===== src/rtl/pc_sequencer.sv =====
// Microsequencer program counter, instruction fetch handshake
// and return-address stack for call/return.
module pc_sequencer #(
    parameter int             AW        = 8,
    parameter int             DW        = 16,
    parameter int             DEPTH     = 4,
    parameter logic [AW-1:0]  RESET_VEC = '0
) (
    input  logic          clk,
    input  logic          rst_n,
    input  logic [AW-1:0] pc_next_in,
    output logic [AW-1:0] pc_out,
    output logic [AW-1:0] pc_inc,
    output logic          imem_req,
    input  logic          imem_ack,
    input  logic [DW-1:0] imem_data,
    output logic [DW-1:0] ir,
    output logic          ir_valid,
    input  logic          exec_done,
    input  logic          call,
    input  logic          ret,
    output logic [AW-1:0] ret_addr,
    output logic          stk_full,
    output logic          stk_empty,
    output logic          err
);

    localparam int PW = $clog2(DEPTH);

    localparam logic [1:0] S_IDLE  = 2'd0;
    localparam logic [1:0] S_FETCH = 2'd1;
    localparam logic [1:0] S_EXEC  = 2'd2;

    localparam logic [PW:0] SP_ONE  = (PW+1)'(1);
    localparam logic [PW:0] SP_FULL = (PW+1)'(DEPTH);

    logic [1:0]    state;
    logic [PW:0]   sp;
    logic [PW:0]   sp_m1;
    logic [AW-1:0] stk [DEPTH];

    logic step;
    logic do_push;
    logic do_pop;
    logic bad;

    assign pc_inc    = pc_out + AW'(1);
    assign imem_req  = (state == S_FETCH);
    assign stk_empty = (sp == '0);
    assign stk_full  = (sp == SP_FULL);
    assign sp_m1     = sp - SP_ONE;
    assign ret_addr  = stk_empty ? '0 : stk[sp_m1[PW-1:0]];

    // Stack moves only on a clean, in-range call or ret.
    assign step    = (state == S_EXEC) && exec_done;
    assign do_push = step && call && !ret && !stk_full;
    assign do_pop  = step && ret && !call && !stk_empty;
    assign bad     = step && ((call && ret) ||
                              (call && stk_full) ||
                              (ret && stk_empty));

    // Fetch/execute sequencing and instruction register capture.
    always_ff @(posedge clk or negedge rst_n) begin
        if (!rst_n) begin
            state    <= S_IDLE;
            ir       <= '0;
            ir_valid <= 1'b0;
        end else begin
            ir_valid <= 1'b0;
            case (state)
                S_IDLE:  state <= S_FETCH;
                S_FETCH: begin
                    if (imem_ack) begin
                        ir       <= imem_data;
                        ir_valid <= 1'b1;
                        state    <= S_EXEC;
                    end
                end
                S_EXEC: begin
                    if (exec_done) state <= S_FETCH;
                end
                default: state <= S_IDLE;
            endcase
        end
    end

    // Program counter advances only when the datapath completes.
    always_ff @(posedge clk or negedge rst_n) begin
        if (!rst_n) begin
            pc_out <= RESET_VEC;
        end else if (step) begin
            pc_out <= do_pop ? ret_addr : pc_next_in;
        end
    end

    // Return-address stack with saturating pointer.
    always_ff @(posedge clk or negedge rst_n) begin
        if (!rst_n) begin
            sp <= '0;
            for (int i = 0; i < DEPTH; i++) stk[i] <= '0;
        end else if (do_push) begin
            stk[sp[PW-1:0]] <= pc_inc;
            sp              <= sp + SP_ONE;
        end else if (do_pop) begin
            sp <= sp_m1;
        end
    end

    // Sticky misuse flag.
    always_ff @(posedge clk or negedge rst_n) begin
        if (!rst_n) begin
            err <= 1'b0;
        end else if (bad) begin
            err <= 1'b1;
        end
    end

endmodule


===== config.mk =====
export PLATFORM = sky130hd
export DESIGN_NAME = pc_sequencer
export DESIGN_NICKNAME = d
export VERILOG_FILES = /design/src/rtl/pc_sequencer.sv
export SDC_FILE = /design/constraint.sdc
export NUM_CORES = 1
export LEC_CHECK = 0
export ABC_AREA = 1
export BUFFER_PORTS_ARGS = -buffer_cell sky130_fd_sc_hd__buf_4
export CAP_MARGIN = 0
export CORE_ASPECT_RATIO = 0.5
export CORE_MARGIN = 4
export CORE_UTILIZATION = 57
export DETAILED_ROUTE_END_ITERATION = 8
export HOLD_SLACK_MARGIN = 0.02
export PLACE_DENSITY = 0.84
export SYNTH_ARGS = -nofsm -noshare
export SYNTH_HDL_FRONTEND = slang
export SYNTH_SLANG_ARGS = --single-unit

===== constraint.sdc =====
create_clock -name clk -period 3.4 [get_ports clk]
set_input_delay 0.34 -clock clk [delete_from_list [all_inputs] [get_ports clk]]
set_output_delay 0.34 -clock clk [all_outputs]
set_load 0.05 [all_outputs]

==> impl_metrics.ini <==
[run_status]
status = finished clean

[route]
drt_iter0_markers = 280
via_count = 2890
wl_per_cell_um = 14.5
vias_per_cell = 5.29
antenna_left = 0
postRouteWirelength_mm = 7.89
first_pass_iters = 5
drc = 0

[clock_network]
postCtsHoldBufs = 0
clk_pin_slew_ps = 70
cts_tree = built
htree_levels = 3
post_cts_resized = 0
cts_setup_buffers = 0
cts_buffers = 9
cts_buffer_depth = 2
cts_sinks = 63
clock_latency_ps = 350
cts-root-buf = clkbuf_8

[critical_path]
cp.required_ps = 3060
cpPeakStageDelay_ps = 750
path_buf_inv = 3
cp-start-kind = register
worst-endpoint-arrival_ps = 2780
slowest_stage = dfrtp_1
cp_max_fo = 20
cp_top_family = flip-flops
crit_type = register to output port
rr_startpoint = sp[0]$_DFFE_PN0P_
cp-end-kind = output port
crit_top_cell = inv_2
path_cells = inv_2 -> ha_1 -> inv_2 -> nor2_1 -> o21ai_1 -> a21oi_1 -> buf_4
startpoint = sp[0]$_DFFE_PN0P_

[yosys]
synth-edff-count = 0
async_flop_share_pct = 100
synth_top_family_by_area = simple AND/OR/NAND/NOR gates
synth_cells = 398
synth_xor_area_share_pct = 1.12
syn_area_per_cell_um2 = 7.85
synth_seq_cells = 63
synth_common_cells = nand2_1 (157), dfrtp_1 (63), o21ai_1 (31)
synth_area_leader_cell = dfrtp_1
yosys.area_share.simple_pct = 28.3
synth_ff_type = dfrtp_1
synth_adder_area_share_pct = 2.80
synth_mux_area_share_pct = 0
synth_top_area_share_pct = 50.5
synth_area_leaders = dfrtp_1 (50%), nand2_1 (19%), o21ai_1 (5.0%)
synth-compound-area-share_pct = 9.82
yosysMostFrequentCell = nand2_1
syn_area_um2 = 3120
synth_seq_area_share_pct = 50.5
synth_fp_nets = 435
synth_cell_types = 27
yosysWarnings = 0

[timing]
rsz0062_at_grt = false
setup_viol_count_final = 0
hold_ws_ps = 60.7
fin_crit_sh_pct = 91.9
setup-tns-final_ps = 0
slew_violations = 0
layout_min_cycle_time_ps = 3120
fmax_ghz = 0.320
hold_viol = 0
relSlewSlack_pct = 47.4
worst_pin_slew_ps = 789
setup_ws_ps = 276
fin_worst_skew_ps = 6.83

[die]
die_area_um2 = 6800
dieWidth_um = 113
initial_utilization_pct = 61.1
io_pins = 75
coreArea_um2 = 5110
row_count = 18
die_y_um = 60.3

[place]
port_buffers = 74
dp_hpwl_mm = 5.92
pre_cts_slack_ps = 729
gp_congestion = 0.913

[finish]
area_growth_pct = 23.2
diodes = 0
nNetsFinal = 508
drive_above_1_share_pct = 22.7

[pwr]
intPower_mw = 2.02
ir_drop_uv = 684
pwr-share-seq_pct = 27.7
p_switching_mw = 2.47
leakage_nw = 2.11
clkPwrFrac_pct = 12.4
swShare_pct = 55.0
powerDensity_nw_per_um2 = 1170
p_comb_share_pct = 59.9

[global_routing]
antenna_found_initial = 0
overflow = 0
grt_pass1_vias = 2779
grtUsageTotal_pct = 24.8
grt_max_degree = 64
grt_pass1_wl_mm = 13.0

[flow_run]
maxCapViolations = 0

[worst_hold_path]
min_path_type = input port to async pin
## state kept, by name, indices dropped and copies added, names as in the netlist
name,flops
stk,32
ir,16
pc_out,8
sp,3
state,2
err,1
ir_valid,1
## stage by stage
| step | area (um^2) | utilization (%) | cells | total power, mW |
|---|---|---|---|---|
| 6_report | 3850 | 75.3 | 546 | 4.49 |
| 5_1_grt | 3850 | 75.3 | 546 | 4.75 |
| 4_1_cts | 3850 | 75.3 | 546 | 4.48 |
| 3_5_place_dp | 3680 | 72.1 | 530 | 3.92 |
| 3_3_place_gp | 3680 | 72.1 | 530 | 3.84 |
| 2_1_floorplan | 3120 | - | 398 | 3.13 |
## layout make-up
type | instances | area [um^2]
clock buffer | 10 | 128
clock inverter | 6 | 37.5
multi-input combinational | 283 | 1310
sequential | 63 | 1580
timing repair buffer | 74 | 556
inverter | 40 | 150
tap | 70 | 87.6
fill | 388 | 1260
## final timing paths
| kind | slack [ps] | depth (start not counted) | to |
|---|---|---|---|
| max | 280 | 7 | ret_addr[4] |
| min | 60 | 1 | ir[7]$_DFFE_PN0P_ |
| max reg2reg | 740 | 9 | sp[1]$_DFFE_PN0P_ |
| min reg2reg | 480 | 2 | ir[5]$_DFFE_PN0P_ |
| max in group asynchronous | 2800 | 1 | stk[11]$_DFFE_PN0P_ |
| min in group clk | 180 | 3 | ir[12]$_DFFE_PN0P_ |
## cells by family after synthesis
group,after synthesis
buffers and inverters,52
xor gates and xnor gates,4
AOI/OAI and AO/OA,57
adders and majority gates,7
and+or+nand+nor,215
DFF,63
## routing by layer
layer / vias to the layer above / routed length [um] / global-route usage (%)
met5: - / 0 / 0
met4: 0 / 107 / 8.05
met3: 11 / 779 / 9.96
met2: 141 / 3540 / 39.5
met1: 1346 / 3470 / 31.9
li1: 1392 / - / -
## power by group through the flow
stage / Clock (mW) / Sequential, mW / Combinational, mW
2_1_floorplan: 0 / 1.67 / 1.46
3_3_place_gp: 0 / 1.24 / 2.60
3_5_place_dp: 0 / 1.24 / 2.68
4_1_cts: 0.560 / 1.24 / 2.68
5_1_grt: 0.604 / 1.28 / 2.86
6_report: 0.557 / 1.25 / 2.69
## cell usage in the layout, fill, tap and decap left out, types with 3 or more instances in the layout
| master | netlist | routed |
|---|---|---|
| ha_1 | 7 | 7 |
| a31oi_1 | 4 | 4 |
| nand2_2 | 5 | 5 |
| nand3_1 | 18 | 18 |
| clkinv_1 | 4 | 4 |
| clkinv_2 | 0 | 3 |
| inv_2 | 9 | 9 |
| buf_4 | 0 | 74 |
| clkbuf_8 | 0 | 9 |
| nor2_1 | 28 | 28 |
| nand2_1 | 157 | 157 |
| a21oi_1 | 11 | 11 |
| o21ai_1 | 31 | 31 |
| o21ai_0 | 4 | 4 |
| clkinvlp_4 | 0 | 3 |
| dfrtp_1 | 63 | 63 |
| inv_1 | 27 | 27 |
| xor2_1 | 3 | 3 |
Note: power is estimated with default switching activity, not from simulation.
